--- config.mk ---
export PLATFORM = sky130hd
export DESIGN_NAME = team_06_tremolo
export DESIGN_NICKNAME = d
export VERILOG_FILES = /design/src/rtl/team_06_tremolo.sv
export SDC_FILE = /design/constraint.sdc
export NUM_CORES = 1
export LEC_CHECK = 0
export CORE_AREA = 4 4 128 130
export CTS_BUF_LIST = sky130_fd_sc_hd__clkbuf_4
export DETAILED_ROUTE_END_ITERATION = 10
export DIE_AREA = 0 0 132 134
export PLACE_DENSITY = 0.81
export SLEW_MARGIN = 20
export SYNTH_ARGS = -nofsm -noshare
export SYNTH_HDL_FRONTEND = slang
export SYNTH_SLANG_ARGS = --single-unit
--- constraint.sdc ---
create_clock -name clk -period 5.7 [get_ports clk]
set_input_delay 1.425 -clock clk [delete_from_list [all_inputs] [get_ports clk]]
set_output_delay 1.425 -clock clk [all_outputs]
set_load 0.01 [all_outputs]
--- src/rtl/team_06_tremolo.sv ---
`default_nettype none
// ============================================================================
//  Module   : team_06_tremolo
//  Purpose  : Triangle-LFO amplitude modulator with a two-stage sample pipeline.
//  Revision : 1.0 - initial release
// ============================================================================
module team_06_tremolo #(
  parameter int LFO_W = 8
) (
  input  logic             clk,
  input  logic             rst,
  input  logic             clkdiv,
  input  logic             en,
  input  logic [3:0]       depth,
  input  logic [15:0]      sample_in,
  input  logic             sample_valid_in,
  output logic [15:0]      sample_out,
  output logic             sample_valid_out,
  output logic [LFO_W-1:0] lfo_out
);

  typedef enum logic {
    DIR_DOWN = 1'b0,
    DIR_UP   = 1'b1
  } dir_t;

  localparam logic [LFO_W-1:0] c_lfo_max  = {LFO_W{1'b1}};
  localparam logic [LFO_W-1:0] c_lfo_zero = {LFO_W{1'b0}};
  localparam logic [LFO_W-1:0] c_lfo_one  = {{(LFO_W-1){1'b0}}, 1'b1};
  localparam logic [LFO_W:0]   c_unity    = {1'b1, {LFO_W{1'b0}}};

  logic                     r_clkdiv_q;
  logic                     w_tick;
  logic [LFO_W-1:0]         r_lfo;
  dir_t                     r_dir;

  logic [LFO_W-1:0]         w_headroom;
  logic [LFO_W+3:0]         w_scaled;
  logic [LFO_W:0]           w_atten;
  logic [LFO_W:0]           w_gain;

  logic [15:0]              r_s1_sample;
  logic [LFO_W:0]           r_s1_gain;
  logic                     r_s1_valid;

  logic signed [LFO_W+17:0] w_mul_a;
  logic signed [LFO_W+17:0] w_mul_b;
  logic signed [LFO_W+17:0] w_prod;

  assign w_tick = clkdiv & ~r_clkdiv_q;

  always_ff @(posedge clk or posedge rst) begin
    if (rst) begin
      r_clkdiv_q <= 1'b0;
    end else begin
      r_clkdiv_q <= clkdiv;
    end
  end

  // Bypass parks the LFO at its peak so tremolo restarts from unity gain.
  always_ff @(posedge clk or posedge rst) begin
    if (rst) begin
      r_lfo <= c_lfo_max;
      r_dir <= DIR_DOWN;
    end else if (!en) begin
      r_lfo <= c_lfo_max;
      r_dir <= DIR_DOWN;
    end else if (w_tick) begin
      if (r_dir == DIR_DOWN) begin
        if (r_lfo == c_lfo_zero) begin
          r_dir <= DIR_UP;
          r_lfo <= c_lfo_one;
        end else begin
          r_lfo <= r_lfo - c_lfo_one;
        end
      end else begin
        if (r_lfo == c_lfo_max) begin
          r_dir <= DIR_DOWN;
          r_lfo <= c_lfo_max - c_lfo_one;
        end else begin
          r_lfo <= r_lfo + c_lfo_one;
        end
      end
    end
  end

  assign lfo_out = r_lfo;

  // Gain is unity at the LFO peak and dips by depth/16 of full scale at the trough.
  assign w_headroom = c_lfo_max - r_lfo;
  assign w_scaled   = {{LFO_W{1'b0}}, depth} * {4'd0, w_headroom};
  assign w_atten    = (LFO_W+1)'(w_scaled >> 4);
  assign w_gain     = en ? (c_unity - w_atten) : c_unity;

  always_ff @(posedge clk or posedge rst) begin
    if (rst) begin
      r_s1_sample <= 16'd0;
      r_s1_gain   <= {(LFO_W+1){1'b0}};
      r_s1_valid  <= 1'b0;
    end else begin
      r_s1_valid <= sample_valid_in;
      if (sample_valid_in) begin
        r_s1_sample <= sample_in;
        r_s1_gain   <= w_gain;
      end
    end
  end

  assign w_mul_a = {{(LFO_W+2){r_s1_sample[15]}}, r_s1_sample};
  assign w_mul_b = {17'd0, r_s1_gain};
  assign w_prod  = w_mul_a * w_mul_b;

  always_ff @(posedge clk or posedge rst) begin
    if (rst) begin
      sample_out       <= 16'd0;
      sample_valid_out <= 1'b0;
    end else begin
      sample_valid_out <= r_s1_valid;
      if (r_s1_valid) begin
        sample_out <= 16'(w_prod >>> LFO_W);
      end
    end
  end

endmodule
`default_nettype wire

==> flow_summary.yaml <==
outcome:
  status: "completed"
worst_setup_path:
  path_cells: "nand2_1 > fa_1 > inv_1 > fa_1 > inv_1 > fa_1 > inv_1 > fa_1 > inv_1 > fa_1 > inv_1 > ha_1 > a211o_1 > o311ai_1 > o21bai_2 > a221o_1 > xnor2_1 > mux2_2"
  critical_path_class: "register to register"
  cp.depth: 18
  critPathLaunchType: "register"
  r2r_cells: 18
  cp-end-kind: "register"
  crit-reg2reg-capture: "sample_out[9]"
  required_ns: 6.01
  reg2reg_from: "r_s1_gain[1]"
  path_max_fanout: 5
  cp-endpoint: "sample_out[9]"
  path_buf_inv: 5
  slowest_delay_ns: 0.55
  cp.arrival_ns: 5.83
  crit_slowest_cell: "fa_1"
  crit_start: "r_s1_gain[1]"
  cp_top_family: "adder cells"
  reg2reg_slack_ns: 0.18
power_and_ir_drop:
  pwr-share-seq_pct: 13.3
  p_comb_share_pct: 82.4
  power.share.clock_pct: 4.3
  swShare_pct: 50.9
  ir_worst_vdd_mv: 0.357
  intPower_w: 0.00223
  p_sw_w: 0.00231
  power.total_w: 0.00455
  p_leak_nw: 4.61
  power_density_nw_per_um2: 495
yosys:
  ys_async_sr_fraction_pct: 100
  synth_common_cells: "inv_1 (167), fa_1 (125), nand2_1 (98), and2_1 (74), ha_1 (67)"
  netlist-cell-type-count: 65
  synth.area.top_cells: "fa_1 (30%), dfrtp_1 (14%), ha_1 (10%), inv_1 (7.6%), and2_1 (5.6%)"
  synth_top_area_share_pct: 30.3
  synth_edf_count: 0
  syn_area_um2: 8270
  synth_seq_cells: 53
  synth.most_common_cell: "inv_1"
  syn_avg_cell_area_um2: 9.18
  synthCells: 901
  synth-seq-area-share_pct: 16.2
  synth_flop_cell: "dfrtp_1"
  synth_area_leader_cell: "fa_1"
  yosysWarnings: 0
  syn_nets: 1118
sta:
  finalCriticalPeriod_ns: 5.52
  finalSetupViolCount: 0
  report.final.slew_viol_count: 0
  hold_viol: 0
  max_clock_freq_mhz: 181
  tightest_slew_ns: 0.702
  finClkSkew_ns: 0.0252
  fin_crit_sh_pct: 96.8
  relSlewSlack_pct: 53.2
  timing.final.ws_setup_ns: 0.181
  fin_setup_tns_ns: 0
cells_and_area:
  antennaDiodeCount: 0
  fillCellCount: 1255
  syn2layout_area_growth_pct: 11.0
  multiInputGateArea_um2: 6160
  final_area_um2: 9180
  seq_area_um2: 1350
  drive_gt1_share_pct: 11.4
  final_nets: 1163
min_path:
  hold_path.class: "register to register"
grt:
  grt_overflow: 0
  grt_pass1_vias: 6547
  grtUsageTotal_pct: 22.4
  antenna_found_initial: 0
  grt_max_degree: 54
  grt_first_pass_wirelength_um: 32400
floorplanning:
  io_pins: 50
  die_x_um: 132
  dieArea_um2: 17700
  dieHeight_um: 134
  start_util_pct: 54.6
  core_um2: 15100
  fp-row-count: 45
routing:
  viasPerCell: 5.61
  vias: 6372
  antenna_left: 0
  wl_per_cell_um: 16.9
  drt-total-wl_um: 19200
  firstDrtPassIters: 5
  drc_errors: 0
  first_iter_violations: 388
cts:
  clock_path_buffers: 2
  clk_pin_slew_ns: 0.18
  clk_latency_ns: 0.41
  clock-sinks: 53
  cts.htree.levels: 2
  cts_root_buffer: "clkbuf_4"
  numCtsBuffers: 5
  tritoncts: "done"
placement:
  placed_cell_area_um2: 9010
  port_buffers: 49
  gp_congestion: 0.913
  place_ws_ns: 0.0426
  hpwlAfterDp_um: 15500
run:
  drv_cap: 0
cell families (layout without fill, tap and decap cells):
kind of cell | count (synthesis) | count (layout) | share of synthesized area (%)
buffers and inverters | 212 | 258 | 9.73
XOR/XNOR | 31 | 31 | 3.47
AO/OA/AOI/OAI | 101 | 101 | 8.82
multiplexers | 26 | 26 | 3.54
AND/OR/NAND/NOR | 286 | 286 | 17.9
flip-flops | 53 | 53 | 16.2
adder cells (fa/ha/maj) | 192 | 192 | 40.4
repair_timing:
| item | CTS | global route |
|---|---|---|
| setup buffers | 0 | 8 |
| gates resized for setup | 0 | 21 |
| setup endpoints to repair | 0 | 7 |
| hold buffers | 0 | 0 |
worst min-delay path by stage:
stage,slack [ns],endpoint,cells after the start,startpoint
6_report,0.53,sample_out[3],1,sample_out[3]
2_1_floorplan,0.45,sample_valid_out,0,r_s1_valid
5_1_grt,0.56,sample_out[5],1,sample_out[5]
4_1_cts,0.54,sample_out[5],1,sample_out[5]
3_5_place_dp,0.50,sample_out[5],1,sample_out[5]
3_3_place_gp,0.49,sample_out[0],1,sample_out[0]
cells in the final DEF, fill, tap and decap left out, types with 3 or more instances in the layout:
| cell | n |
|---|---|
| a21o_1 | 3 |
| o21ai_0 | 15 |
| nand2_1 | 98 |
| ha_1 | 67 |
| o31ai_1 | 4 |
| nand4_1 | 10 |
| nor3b_1 | 3 |
| and3_1 | 4 |
| o21a_1 | 3 |
| dfrtp_1 | 31 |
| mux2_2 | 26 |
| a211o_1 | 3 |
| or3_1 | 4 |
| nor2_1 | 26 |
| buf_4 | 32 |
| xor2_1 | 9 |
| dfrtp_2 | 14 |
| fa_1 | 125 |
| nand2b_1 | 15 |
| xnor2_1 | 21 |
| a21oi_1 | 20 |
| inv_1 | 166 |
| clkbuf_4 | 5 |
| a221o_1 | 3 |
| clkdlybuf4s50_1 | 48 |
| nor2b_1 | 13 |
| o311ai_1 | 3 |
| nand3_1 | 11 |
| o2bb2ai_1 | 5 |
| o21ai_1 | 4 |
| nor3_1 | 14 |
| a211oi_1 | 6 |
| dfstp_2 | 8 |
| o211ai_1 | 4 |
| and2_1 | 74 |
power groups by stage:
stage | clock [W] | sequential [W] | combinational [W]
2_1_floorplan | 0 | 0.000564 | 0.00270
3_3_place_gp | 0 | 0.000608 | 0.00355
3_5_place_dp | 0 | 0.000610 | 0.00366
4_1_cts | 0.000200 | 0.000604 | 0.00369
5_1_grt | 0.000214 | 0.000619 | 0.00430
6_report | 0.000196 | 0.000606 | 0.00374
final cells by class:
class,instances,share of cell area (%)
clock buffer,5,0.409
clock inverter,3,0.232
inverter,167,6.83
multi-input combinational,636,67.2
sequential,53,14.8
tap,188,2.56
timing repair buffer,83,8.02
registers in the layout, summed over array words and instances (netlist names):
name              flops
r_dir                 1
lfo_out               8
r_s1_gain             9
r_s1_sample          16
sample_out           16
r_s1_valid            1
r_clkdiv_q            1
sample_valid_out      1
routing by layer:
metal	up-vias	track usage, %	share of wire, %
met3	25	1.80	4.6
met4	0	4.78	1.5
met2	198	40.1	52
li1	2938	-	-
met1	3211	30.2	42
met5	-	0	0
stage by stage:
| stage | hold slack, ns | util (%) | std cells |
|---|---|---|---|
| after global routing | 0.563 | 60.6 | 1135 |
| after CTS | 0.542 | 59.9 | 1127 |
| after floorplan | 0.449 | - | 901 |
| after global placement | 0.493 | 59.5 | 1119 |
| final | 0.532 | 60.6 | 1135 |
| after detailed placement | 0.501 | 59.5 | 1119 |
Note: power is estimated with default switching activity, not from simulation.
